<file path="config.mk">
export PLATFORM = sky130hd
export DESIGN_NAME = traffic_monitor_flat
export DESIGN_NICKNAME = d
export VERILOG_FILES = /design/src/rtl/traffic_monitor_if.sv /design/src/rtl/traffic_monitor.sv /design/src/flat_wrapper.sv
export SDC_FILE = /design/constraint.sdc
export NUM_CORES = 1
export LEC_CHECK = 0
export BUFFER_PORTS_ARGS = -buffer_cell sky130_fd_sc_hd__buf_2
export CELL_PAD_IN_SITES_DETAIL_PLACEMENT = 1
export CELL_PAD_IN_SITES_GLOBAL_PLACEMENT = 2
export CORE_MARGIN = 4
export CORE_UTILIZATION = 37
export CTS_CLUSTER_DIAMETER = 50
export DETAILED_ROUTE_END_ITERATION = 6
export MAX_ROUTING_LAYER = met4
export PLACE_DENSITY_LB_ADDON = 0.1
export SLEW_MARGIN = 30
export SYNTH_ARGS = -nofsm -noshare
export SYNTH_HDL_FRONTEND = slang
export SYNTH_SLANG_ARGS = --single-unit
</file>
<file path="constraint.sdc">
create_clock -name clk -period 5 [get_ports clk]
set_input_delay 0.75 -clock clk [delete_from_list [all_inputs] [get_ports clk]]
set_output_delay 0.75 -clock clk [all_outputs]
set_load 0.03 [all_outputs]
</file>
<file path="src/rtl/traffic_monitor_if.sv">
// Lamp, tick and fault-release signals observed by traffic_monitor, plus its status outputs.
// The master side drives the lamps; the slave side (the monitor) reports phase, dwell and faults.
interface traffic_monitor_if;
   logic       tick;
   logic [1:0] north;
   logic [1:0] east;
   logic [1:0] south;
   logic [1:0] west;
   logic       clear_fault;
   logic [3:0] phase;
   logic       tracking;
   logic       fault;
   logic [2:0] fault_code;
   logic [4:0] dwell;
   logic [7:0] cycle_count;

   modport master (
      output tick, north, east, south, west, clear_fault,
      input  phase, tracking, fault, fault_code, dwell, cycle_count
   );

   modport slave (
      input  tick, north, east, south, west, clear_fault,
      output phase, tracking, fault, fault_code, dwell, cycle_count
   );
endinterface

</file>
<file path="src/rtl/traffic_monitor.sv">
// Watches a four-way junction's lamps, follows the P0..P7 phase cycle and latches the first rule violation.
// Optional feature: define TRAFFIC_MON_CYCLE_COUNT_EN to count completed P7->P0 cycles.
module traffic_monitor #(
   parameter int GREEN_MIN  = 5,
   parameter int GREEN_MAX  = 6,
   parameter int YELLOW_MAX = 2
) (
   input  logic             clk,
   input  logic             reset,
   traffic_monitor_if.slave bus
);

   typedef enum logic [1:0] {
      LAMP_RED     = 2'b00,
      LAMP_YELLOW  = 2'b01,
      LAMP_GREEN   = 2'b10,
      LAMP_ILLEGAL = 2'b11
   } lamp_e;

   typedef struct packed {
      logic [1:0] north;
      logic [1:0] east;
      logic [1:0] south;
      logic [1:0] west;
   } lamps_t;

   typedef enum logic [1:0] {
      ST_IDLE,
      ST_TRACK,
      ST_FAULT
   } state_e;

   typedef enum logic [2:0] {
      FC_NONE         = 3'd0,
      FC_ILLEGAL_LAMP = 3'd1,
      FC_MULTI_GREEN  = 3'd2,
      FC_UNKNOWN      = 3'd3,
      FC_BAD_SEQUENCE = 3'd4,
      FC_DWELL_LONG   = 3'd5,
      FC_DWELL_SHORT  = 3'd6
   } fault_e;

   localparam logic [3:0] PH_P0         = 4'd0;
   localparam logic [3:0] PH_P7         = 4'd7;
   localparam logic [3:0] PH_ALL_YELLOW = 4'd8;
   localparam logic [3:0] PH_UNKNOWN    = 4'd15;
   localparam logic [4:0] DWELL_SAT     = 5'd31;
   localparam logic [4:0] GREEN_MIN_D   = 5'(GREEN_MIN);
   localparam logic [4:0] GREEN_MAX_D   = 5'(GREEN_MAX);
   localparam logic [4:0] YELLOW_MAX_D  = 5'(YELLOW_MAX);
   localparam lamps_t     LAMPS_ALL_YELLOW = '{
      north: LAMP_YELLOW, east: LAMP_YELLOW, south: LAMP_YELLOW, west: LAMP_YELLOW
   };

   function automatic logic [3:0] decode_phase(input lamps_t l);
      logic [3:0] ph;
      case (l)
         {LAMP_GREEN,  LAMP_RED,    LAMP_RED,    LAMP_RED   }: ph = 4'd0;
         {LAMP_YELLOW, LAMP_YELLOW, LAMP_RED,    LAMP_RED   }: ph = 4'd1;
         {LAMP_RED,    LAMP_GREEN,  LAMP_RED,    LAMP_RED   }: ph = 4'd2;
         {LAMP_RED,    LAMP_YELLOW, LAMP_YELLOW, LAMP_RED   }: ph = 4'd3;
         {LAMP_RED,    LAMP_RED,    LAMP_GREEN,  LAMP_RED   }: ph = 4'd4;
         {LAMP_RED,    LAMP_RED,    LAMP_YELLOW, LAMP_YELLOW}: ph = 4'd5;
         {LAMP_RED,    LAMP_RED,    LAMP_RED,    LAMP_GREEN }: ph = 4'd6;
         {LAMP_YELLOW, LAMP_RED,    LAMP_RED,    LAMP_YELLOW}: ph = 4'd7;
         {LAMP_YELLOW, LAMP_YELLOW, LAMP_YELLOW, LAMP_YELLOW}: ph = PH_ALL_YELLOW;
         default:                                              ph = PH_UNKNOWN;
      endcase
      return ph;
   endfunction

   // Even numbered P-phases are the single-green phases, odd ones the yellow handovers.
   function automatic logic is_green_phase(input logic [3:0] ph);
      return !ph[3] && !ph[0];
   endfunction

   function automatic logic is_yellow_phase(input logic [3:0] ph);
      return !ph[3] && ph[0];
   endfunction

   lamps_t     lamps_in;
   lamps_t     samp_q;
   lamps_t     prev_q;
   logic       tick_q;
   state_e     state_q;
   state_e     state_d;
   logic [4:0] dwell_q;
   logic [4:0] dwell_d;
   fault_e     fault_code_q;
   fault_e     fault_code_d;
   fault_e     check_code;

   logic [3:0] samp_phase;
   logic [3:0] prev_phase;
   logic       change;
   logic       illegal_lane;
   logic [2:0] green_count;
   logic       multi_green;
   logic       seq_ok;
   logic       dwell_long;
   logic       dwell_short;
   logic [4:0] dwell_track;

   assign lamps_in = '{north: bus.north, east: bus.east, south: bus.south, west: bus.west};

   // Lamps and tick are registered together so a tick presented with a new pattern lands on the change cycle.
   always_ff @(posedge clk or negedge reset) begin
      if (!reset) begin
         samp_q <= LAMPS_ALL_YELLOW;
         prev_q <= LAMPS_ALL_YELLOW;
         tick_q <= 1'b0;
      end else begin
         // NOTE: non-blocking so prev_q captures the samp_q value from before this edge.
         samp_q <= lamps_in;
         prev_q <= samp_q;
         tick_q <= bus.tick;
      end
   end

   assign samp_phase = decode_phase(samp_q);
   assign prev_phase = decode_phase(prev_q);
   assign change     = (samp_q != prev_q);

   assign illegal_lane = (samp_q.north == LAMP_ILLEGAL) || (samp_q.east == LAMP_ILLEGAL) ||
                         (samp_q.south == LAMP_ILLEGAL) || (samp_q.west == LAMP_ILLEGAL);
   assign green_count  = 3'(samp_q.north == LAMP_GREEN) + 3'(samp_q.east == LAMP_GREEN) +
                         3'(samp_q.south == LAMP_GREEN) + 3'(samp_q.west == LAMP_GREEN);
   assign multi_green  = (green_count >= 3'd2);

   assign seq_ok = ((prev_phase == PH_ALL_YELLOW) && (samp_phase == PH_P0)) ||
                   (!prev_phase[3] && (samp_phase == {1'b0, prev_phase[2:0] + 3'd1}));

   // On a change cycle dwell_q still belongs to the outgoing pattern, so the long check waits a cycle.
   assign dwell_long  = !change &&
                        ((is_green_phase(samp_phase)  && (dwell_q > GREEN_MAX_D)) ||
                         (is_yellow_phase(samp_phase) && (dwell_q > YELLOW_MAX_D)));
   assign dwell_short = change && is_green_phase(prev_phase) && (dwell_q < GREEN_MIN_D);

   assign dwell_track = change                          ? 5'd0 :
                        (tick_q && (dwell_q != DWELL_SAT)) ? dwell_q + 5'd1 : dwell_q;

   // Ordered lowest code first so simultaneous violations report the smallest code.
   always_comb begin
      check_code = FC_NONE;
      if (illegal_lane) begin
         check_code = FC_ILLEGAL_LAMP;
      end else if (multi_green) begin
         check_code = FC_MULTI_GREEN;
      end else if (state_q == ST_TRACK) begin
         if (samp_phase == PH_UNKNOWN) begin
            check_code = FC_UNKNOWN;
         end else if (change && !seq_ok) begin
            check_code = FC_BAD_SEQUENCE;
         end else if (dwell_long) begin
            check_code = FC_DWELL_LONG;
         end else if (dwell_short) begin
            check_code = FC_DWELL_SHORT;
         end
      end
   end

   always_comb begin
      // NOTE: every output of this block gets a default first, so no path can infer a latch.
      state_d      = state_q;
      dwell_d      = dwell_q;
      fault_code_d = fault_code_q;
      case (state_q)
         ST_IDLE: begin
            dwell_d = 5'd0;
            if (check_code != FC_NONE) begin
               state_d      = ST_FAULT;
               fault_code_d = check_code;
            end else if ((samp_phase == PH_ALL_YELLOW) || (samp_phase == PH_P0)) begin
               state_d = ST_TRACK;
            end
         end
         ST_TRACK: begin
            if (check_code != FC_NONE) begin
               state_d      = ST_FAULT;
               fault_code_d = check_code;
            end else begin
               dwell_d = dwell_track;
            end
         end
         ST_FAULT: begin
            if (bus.clear_fault) begin
               state_d      = ST_IDLE;
               fault_code_d = FC_NONE;
               dwell_d      = 5'd0;
            end
         end
         default: begin
            state_d      = ST_IDLE;
            fault_code_d = FC_NONE;
            dwell_d      = 5'd0;
         end
      endcase
   end

   always_ff @(posedge clk or negedge reset) begin
      if (!reset) begin
         state_q      <= ST_IDLE;
         dwell_q      <= 5'd0;
         fault_code_q <= FC_NONE;
      end else begin
         state_q      <= state_d;
         dwell_q      <= dwell_d;
         fault_code_q <= fault_code_d;
      end
   end

`ifdef TRAFFIC_MON_CYCLE_COUNT_EN
   logic [7:0] cycle_count_q;
   logic       cycle_done;

   assign cycle_done = (state_q == ST_TRACK) && (check_code == FC_NONE) && change &&
                       (prev_phase == PH_P7) && (samp_phase == PH_P0);

   always_ff @(posedge clk or negedge reset) begin
      if (!reset) begin
         cycle_count_q <= 8'd0;
      end else if (cycle_done) begin
         cycle_count_q <= cycle_count_q + 8'd1;
      end
   end

   assign bus.cycle_count = cycle_count_q;
`else
   assign bus.cycle_count = 8'd0;
`endif

   assign bus.phase      = samp_phase;
   assign bus.tracking   = (state_q == ST_TRACK);
   assign bus.fault      = (state_q == ST_FAULT);
   assign bus.fault_code = fault_code_q;
   assign bus.dwell      = dwell_q;

endmodule

</file>
<file path="src/flat_wrapper.sv">
// flat-port wrapper written by rule: the top's interface ports become plain ports
module traffic_monitor_flat 
#(
   parameter int GREEN_MIN  = 5,
   parameter int GREEN_MAX  = 6,
   parameter int YELLOW_MAX = 2
)
  (clk, reset, bus_tick, bus_north, bus_east, bus_south, bus_west, bus_clear_fault, bus_phase, bus_tracking, bus_fault, bus_fault_code, bus_dwell, bus_cycle_count);
  traffic_monitor_if bus_i ();
  input  logic clk;
  input  logic reset;
  input wire logic [$bits(bus_i.tick)-1:0] bus_tick;
  input wire logic [$bits(bus_i.north)-1:0] bus_north;
  input wire logic [$bits(bus_i.east)-1:0] bus_east;
  input wire logic [$bits(bus_i.south)-1:0] bus_south;
  input wire logic [$bits(bus_i.west)-1:0] bus_west;
  input wire logic [$bits(bus_i.clear_fault)-1:0] bus_clear_fault;
  output wire logic [$bits(bus_i.phase)-1:0] bus_phase;
  output wire logic [$bits(bus_i.tracking)-1:0] bus_tracking;
  output wire logic [$bits(bus_i.fault)-1:0] bus_fault;
  output wire logic [$bits(bus_i.fault_code)-1:0] bus_fault_code;
  output wire logic [$bits(bus_i.dwell)-1:0] bus_dwell;
  output wire logic [$bits(bus_i.cycle_count)-1:0] bus_cycle_count;
  assign bus_i.tick = bus_tick;
  assign bus_i.north = bus_north;
  assign bus_i.east = bus_east;
  assign bus_i.south = bus_south;
  assign bus_i.west = bus_west;
  assign bus_i.clear_fault = bus_clear_fault;
  assign bus_phase = bus_i.phase;
  assign bus_tracking = bus_i.tracking;
  assign bus_fault = bus_i.fault;
  assign bus_fault_code = bus_i.fault_code;
  assign bus_dwell = bus_i.dwell;
  assign bus_cycle_count = bus_i.cycle_count;
  traffic_monitor #(.GREEN_MIN(GREEN_MIN), .GREEN_MAX(GREEN_MAX), .YELLOW_MAX(YELLOW_MAX)) u_core (.clk(clk), .reset(reset), .bus(bus_i));
endmodule
</file>
# ---- After elaboration in Yosys (flattened, before gate mapping)
# Cells that the tools add are included.
dict set report op_classes {
  add_sub_neg 5
  n_eq_ne 40
  reduce_logical 31
  mux 22
  n_lt_le_gt_ge 4
}
# cell count
set op_table {}
lappend op_table {{$pmux W4 S9} 2}
lappend op_table {{$eq A8 B7 Y1 const B} 6}
lappend op_table {{$mux W3} 9}
lappend op_table {{$mux W5} 4}
lappend op_table {{$eq A2 B2 Y1 const B} 9}
lappend op_table {{$eq A8 B2 Y1 const B} 2}
lappend op_table {{$eq A8 B3 Y1 const B} 2}
lappend op_table {{$eq A8 B4 Y1 const B} 2}
lappend op_table {{$eq A8 B5 Y1 const B} 2}
lappend op_table {{$eq A8 B6 Y1 const B} 2}
lappend op_table {{$eq A8 B8 Y1 const B} 2}
lappend op_table {{$eq A4 B4 Y1 const B} 3}
lappend op_table {{$logic_and A1 B1 Y1} 12}
lappend op_table {{$pmux W5 S2} 1}
lappend op_table {{$mux W2} 4}
lappend op_table {{$ne A8 B8 Y1} 1}
lappend op_table {{$add A3 B1 Y3} 2}
lappend op_table {{$logic_not A1 Y1} 6}
lappend op_table {{$logic_or A1 B1 Y1} 6}
lappend op_table {{$ne A3 B1 Y1 const B} 2}
lappend op_table {{$pmux W2 S3} 1}
lappend op_table {{$pmux W3 S2} 1}
lappend op_table {{$reduce_and A3 Y1} 2}
lappend op_table {{$add A5 B1 Y5 const B} 1}
lappend op_table {{16 further kinds} 18}
dict set report totals {
  out_inout_bits 22
  reg_bits 27
  elab_cells 114
  inputBits 12
}

# ---- Logic depth before layout (Yosys ltp)
dict set report depth {
  depth_word 16
  depth_mapped 17
  depth_no_buf 15
}

# ---- Worst setup path before layout
# Ideal clock, no wire load.
dict set report synth_timing {
  path_kind {reg2reg}
  from {register u_core.prev_q[2] (netlist name)}
  to {register u_core.dwell_q[1], in the netlist u_core.bus.dwell[1]}
  setup_time_ns 0.128
  path_slack_ns 1.828
  arrival_time_ns 3.044
  n_path_buf 1
  path_stages_with_launch 13
  period_less_slack_ns 3.172
  path_cell_list {dfstp_2 clkbuf_2 xor2_1 nand3_1 a2111oi_4 o21ai_1 inv_1 ha_1 nand4_1 or3_1 a211o_1 o211ai_2 mux2_1}
}
dict set report synth_via {
  elab_chain_cells 16
  word_cells_on_any_way 40
  cone_classes {add/sub (1); eq/ne (14); mux (11); reduce/logical (14)}
}
# element line
set synth_lines {}
lappend synth_lines {{from (decl)} traffic_monitor.sv:83} ;# lamps_t prev_q;
lappend synth_lines {{from (signal assigned)} traffic_monitor.sv:115} ;# prev_q <= samp_q;
lappend synth_lines {{$eq A8 B7 Y1 (tied with other cells)} traffic_monitor.sv:57} ;# case (l)
lappend synth_lines {{$pmux W4 S9} traffic_monitor.sv:57}
lappend synth_lines {{$add A3 B1 Y3 (tied with other cells)} traffic_monitor.sv:131} ;# (!prev_phase[3] && (samp_phase == {1'b0, prev_phase[2:0] + 3'd1}));
lappend synth_lines {{$eq A4 B3 Y1 or $logic_and A1 B1 Y1 (tied branches)} {traffic_monitor.sv:131, traffic_monitor.sv:74}}
lappend synth_lines {{$logic_and A1 B1 Y1, on equally long branches} {traffic_monitor.sv:131, traffic_monitor.sv:137}}
lappend synth_lines {{$logic_or A1 B1 Y1 or $logic_and A1 B1 Y1 (tied branches)} {traffic_monitor.sv:130, traffic_monitor.sv:137}}
lappend synth_lines {{$logic_not A1 Y1 or $mux W3 (tied branches)} {traffic_monitor.sv:152, traffic_monitor.sv:156}}
lappend synth_lines {{$logic_and A1 B1 Y1 or $mux W3 (tied branches)} {traffic_monitor.sv:152, traffic_monitor.sv:154}}
lappend synth_lines {{$mux W3} traffic_monitor.sv:152} ;# end else if (change && !seq_ok) begin
lappend synth_lines {{$mux W3} traffic_monitor.sv:150} ;# if (samp_phase == PH_UNKNOWN) begin
lappend synth_lines {{$mux W3} traffic_monitor.sv:149} ;# end else if (state_q == ST_TRACK) begin
lappend synth_lines {{$mux W3} traffic_monitor.sv:147} ;# end else if (multi_green) begin
lappend synth_lines {{$mux W3} traffic_monitor.sv:145} ;# if (illegal_lane) begin
lappend synth_lines {{$reduce_bool A3 Y1} traffic_monitor.sv:178} ;# if (check_code != FC_NONE) begin
lappend synth_lines {{$ne A2 B2 Y1 (no line)} -}
lappend synth_lines {{$reduce_and A3 Y1 (no line)} -}
lappend synth_lines {{to (signal assigned)} traffic_monitor.sv:207} ;# dwell_q <= dwell_d;
lappend synth_lines {{to (decl)} traffic_monitor.sv:87} ;# logic [4:0] dwell_q;
# Parallel ways exist; a longest one is shown, timed or not. The select of a mux whose other input is x is not followed.
# A chain may end at the register's enable or synchronous reset.

# ---- Worst setup path in the final report
dict set report layout_timing {
  from {register u_core.prev_q[1] (netlist name)}
  to {register u_core.dwell_q[4], in the netlist u_core.bus.dwell[4]}
}
# Same word-level chain as after synthesis.

==> impl_metrics.py <==
metrics = {
    "sta": {
        "setup_violations": 0,
        "fin_ws_ns": 1.49,
        "finClkSkew_ns": 0.00729,
        "fin_crit_sh_pct": 70.1,
        "setup_tns_ns": 0,
        "slew_violations": 0,
        "relSlewSlack_pct": 58.7,
        "hold_viol": 0,
        "rsz0062_at_grt": "false",
        "tightest_slew_ns": 0.614,
        "fmax_mhz": 285,
        "period_minus_slack_ns": 3.51,
    },
    "critical_path": {
        "crit_path_end_kind": "flip-flop",
        "path_class": "reg -> reg",
        "crit_arrival_ns": 3.68,
        "start_kind": "flip-flop",
        "r2r_slack_ns": 1.49,
        "crit_fanout": 9,
        "critPathRequiredTime_ns": 5.17,
    },
    "clocking": {
        "cts_resized": 0,
        "cts-root-buf": "clkbuf_8",
        "cts_setup_buffers": 0,
        "cts_sinks": 27,
        "cts_buffers": 3,
        "cts_tree": "yes",
        "cts_max_path_buffers": 2,
        "h-tree-depth": 1,
        "clkLatencyLatePin_ns": 0.28,
        "clkTransAtPathRegs_ns": 0.10,
        "ctsHoldBuffers": 0,
    },
    "power_and_ir_drop": {
        "peakVddDrop_uv": 122,
        "pwr_density_cell_nw_per_um2": 228,
        "p_leak_nw": 1.02,
    },
    "placement": {
        "numPlacedInstances": 317,
        "gp_congestion": 0.741,
        "dp_hpwl_mm": 4.20,
        "io_buffer_count": 25,
        "pre_cts_ws_ns": 1.52,
        "dpl-instance-area_um2": 2230,
    },
    "synth": {
        "synth.most_common_cell": "dfrtp_1",
        "synthArstFlopShare_pct": 100,
        "netlist_area_um2": 2130,
        "ys_warn_count": 0,
        "synth_top_area_share_pct": 22.4,
        "synth-edff-count": 0,
        "synth_largest_area_cell": "dfrtp_1",
        "synth_cells": 235,
        "yosys_register_bits": 27,
        "ys.flop_type": "dfrtp_1",
        "synth.area.top_cells": "dfrtp_1, dfstp_2, xor2_1",
        "synth_commonest_cells": "dfrtp_1, nor2_1, xor2_1, nand2_1",
        "synth_seq_area_share_pct": 32.2,
        "yosysUniqueCellTypes": 63,
        "synth_area_per_cell_um2": 9.05,
    },
    "grt": {
        "grt_usage_pct": 16.4,
        "overflow": 0,
        "grt_max_degree": 28,
        "antenna_found_initial": 0,
        "grt_pass1_vias": 1789,
        "grt_pass1_wl_mm": 9.28,
    },
    "drt": {
        "drtPass1Iterations": 4,
        "vias": 1775,
        "dr.max_layer_used": "met4",
        "totalWireLength_mm": 5.43,
        "route.detailed.drc": 0,
        "post_drt_wl_per_cell_um": 16.9,
        "wl_met2_mm": 2.42,
        "via_per_inst": 5.53,
        "dr_wl_met3_um": 150,
        "drt-initial-drc-count": 55,
        "postRouteAntennaNets": 0,
        "met1_length_mm": 2.79,
    },
    "run": {
        "maxCapViolations": 0,
    },
    "floorplanning": {
        "die_w_um": 83.8,
        "die_area_um2": 7030,
        "io_pins": 34,
        "core_region_area_um2": 5540,
        "dieHeight_um": 83.8,
        "rows": 27,
        "initial_core_util_pct": 38.4,
    },
    "status": {
        "outcome": "finished, final reports clean",
    },
    "cells_and_area": {
        "layout.cells.non_filler": 321,
        "antenna_cells": 0,
        "area_growth_pct": 7.29,
        "layout-drive-gt1-share_pct": 19.7,
        "fillers": 671,
        "nets": 269,
        "final_area_um2": 2280,
    },
    "min_path": {
        "hp-class": "in -> async",
    },
}
-- path summary, 6_finish.rpt --
path                                            start  depth (start not counted)                               to
max                        u_core.prev_q[1]$_DFF_PN0_                         11  u_core.bus.dwell[4]$_DFFE_PN0P_
min                                             reset                          1    u_core.state_q[0]$_DFFE_PN0P_
max reg2reg                u_core.prev_q[1]$_DFF_PN0_                         11  u_core.bus.dwell[4]$_DFFE_PN0P_
min reg2reg                u_core.samp_q[2]$_DFF_PN1_                          0       u_core.prev_q[2]$_DFF_PN1_
max in group asynchronous                       reset                          1       u_core.prev_q[7]$_DFF_PN0_
min in group clk           u_core.samp_q[2]$_DFF_PN1_                          0       u_core.prev_q[2]$_DFF_PN1_
-- metal layers --
layer	up-vias	global-route usage (%)
met4	0	3.51
li1	876	-
met5	-	-
met2	32	24.9
met3	6	1.88
met1	861	23.5
-- per-stage QoR --
step / power [mW] / hold slack [ns] / util, %
detailed placement: 0.394 / 0.450 / 40.3
global placement: 0.393 / 0.453 / 40.3
global route: 0.550 / 0.484 / 41.2
finish: 0.520 / 0.468 / 41.2
floorplan: 0.362 / 0.349 / -
CTS: 0.529 / 0.466 / 41.2
-- kinds of logic after synthesis --
family	count (synthesis)	synth area share [%]
buffers and inverters	30	7.76
adders and majority gates	7	4.12
DFF	27	32.2
other	1	0.176
xor gates and xnor gates	16	6.94
and+or+nand+nor	101	27.9
muxes	3	1.53
AOI/OAI and AO/OA	50	19.3
-- sequential cells by signal (all words and copies together), names as in the netlist --
register / count
u_core.prev_q: 8
u_core.samp_q: 8
u_core.bus.fault_code: 3
u_core.bus.dwell: 5
u_core.state_q: 2
u_core.tick_q: 1
-- report_power, final --
part / total [mW] / switching (mW) / internal [mW]
clock: 0.132 / 0.0750 / 0.0567
combinational: 0.122 / 0.0759 / 0.0465
sequential: 0.266 / 0.0302 / 0.236
total: 0.520 / 0.181 / 0.339
-- worst max-delay path, cell delays in order (launching register included) --
cell      delay [ns]
dfrtp_1         0.49
or4_4           0.58
nor3_4          0.28
nand3b_1        0.25
o22ai_1         0.14
inv_1           0.09
ha_1            0.14
nand4_1         0.06
or3_1           0.32
a211o_1         0.38
o211ai_2        0.31
mux2_1          0.36
-- cell usage in the layout, fill, tap and decap left out, types with 3 or more instances in the layout --
master    Yosys  routed
dfstp_2       8       8
o211ai_1      6       6
conb_1        1       8
a21oi_1       5       5
nor3b_1       5       5
nand4_1       6       6
clkbuf_8      0       3
nor3_1        7       7
o21ai_0       9       9
xor2_1       14      14
nor2_1       17      17
nor2b_1      10      10
nand3_1       7       7
inv_1         8       8
a22oi_1       3       3
nand2_1      12      12
and3b_1       3       3
ha_1          7       7
nand2b_1      4       4
and3_1        5       5
dfrtp_1      19      19
nor4_1        7       7
and2_1        3       3
a31oi_1       3       3
buf_2        10      25
-- final cells by class --
type                    instances  area (um^2)  area share, %
flip-flops and latches         27          686           30.0
multi-input cells             185         1300           57.1
well taps                      72         90.1           3.95
clock buffers                   3         41.3           1.81
repair buffers                 25          125           5.48
clock inverters                 1         7.51          0.329
inverters                       8         30.0           1.32
No activity file was read; power rests on OpenSTA's default activity.
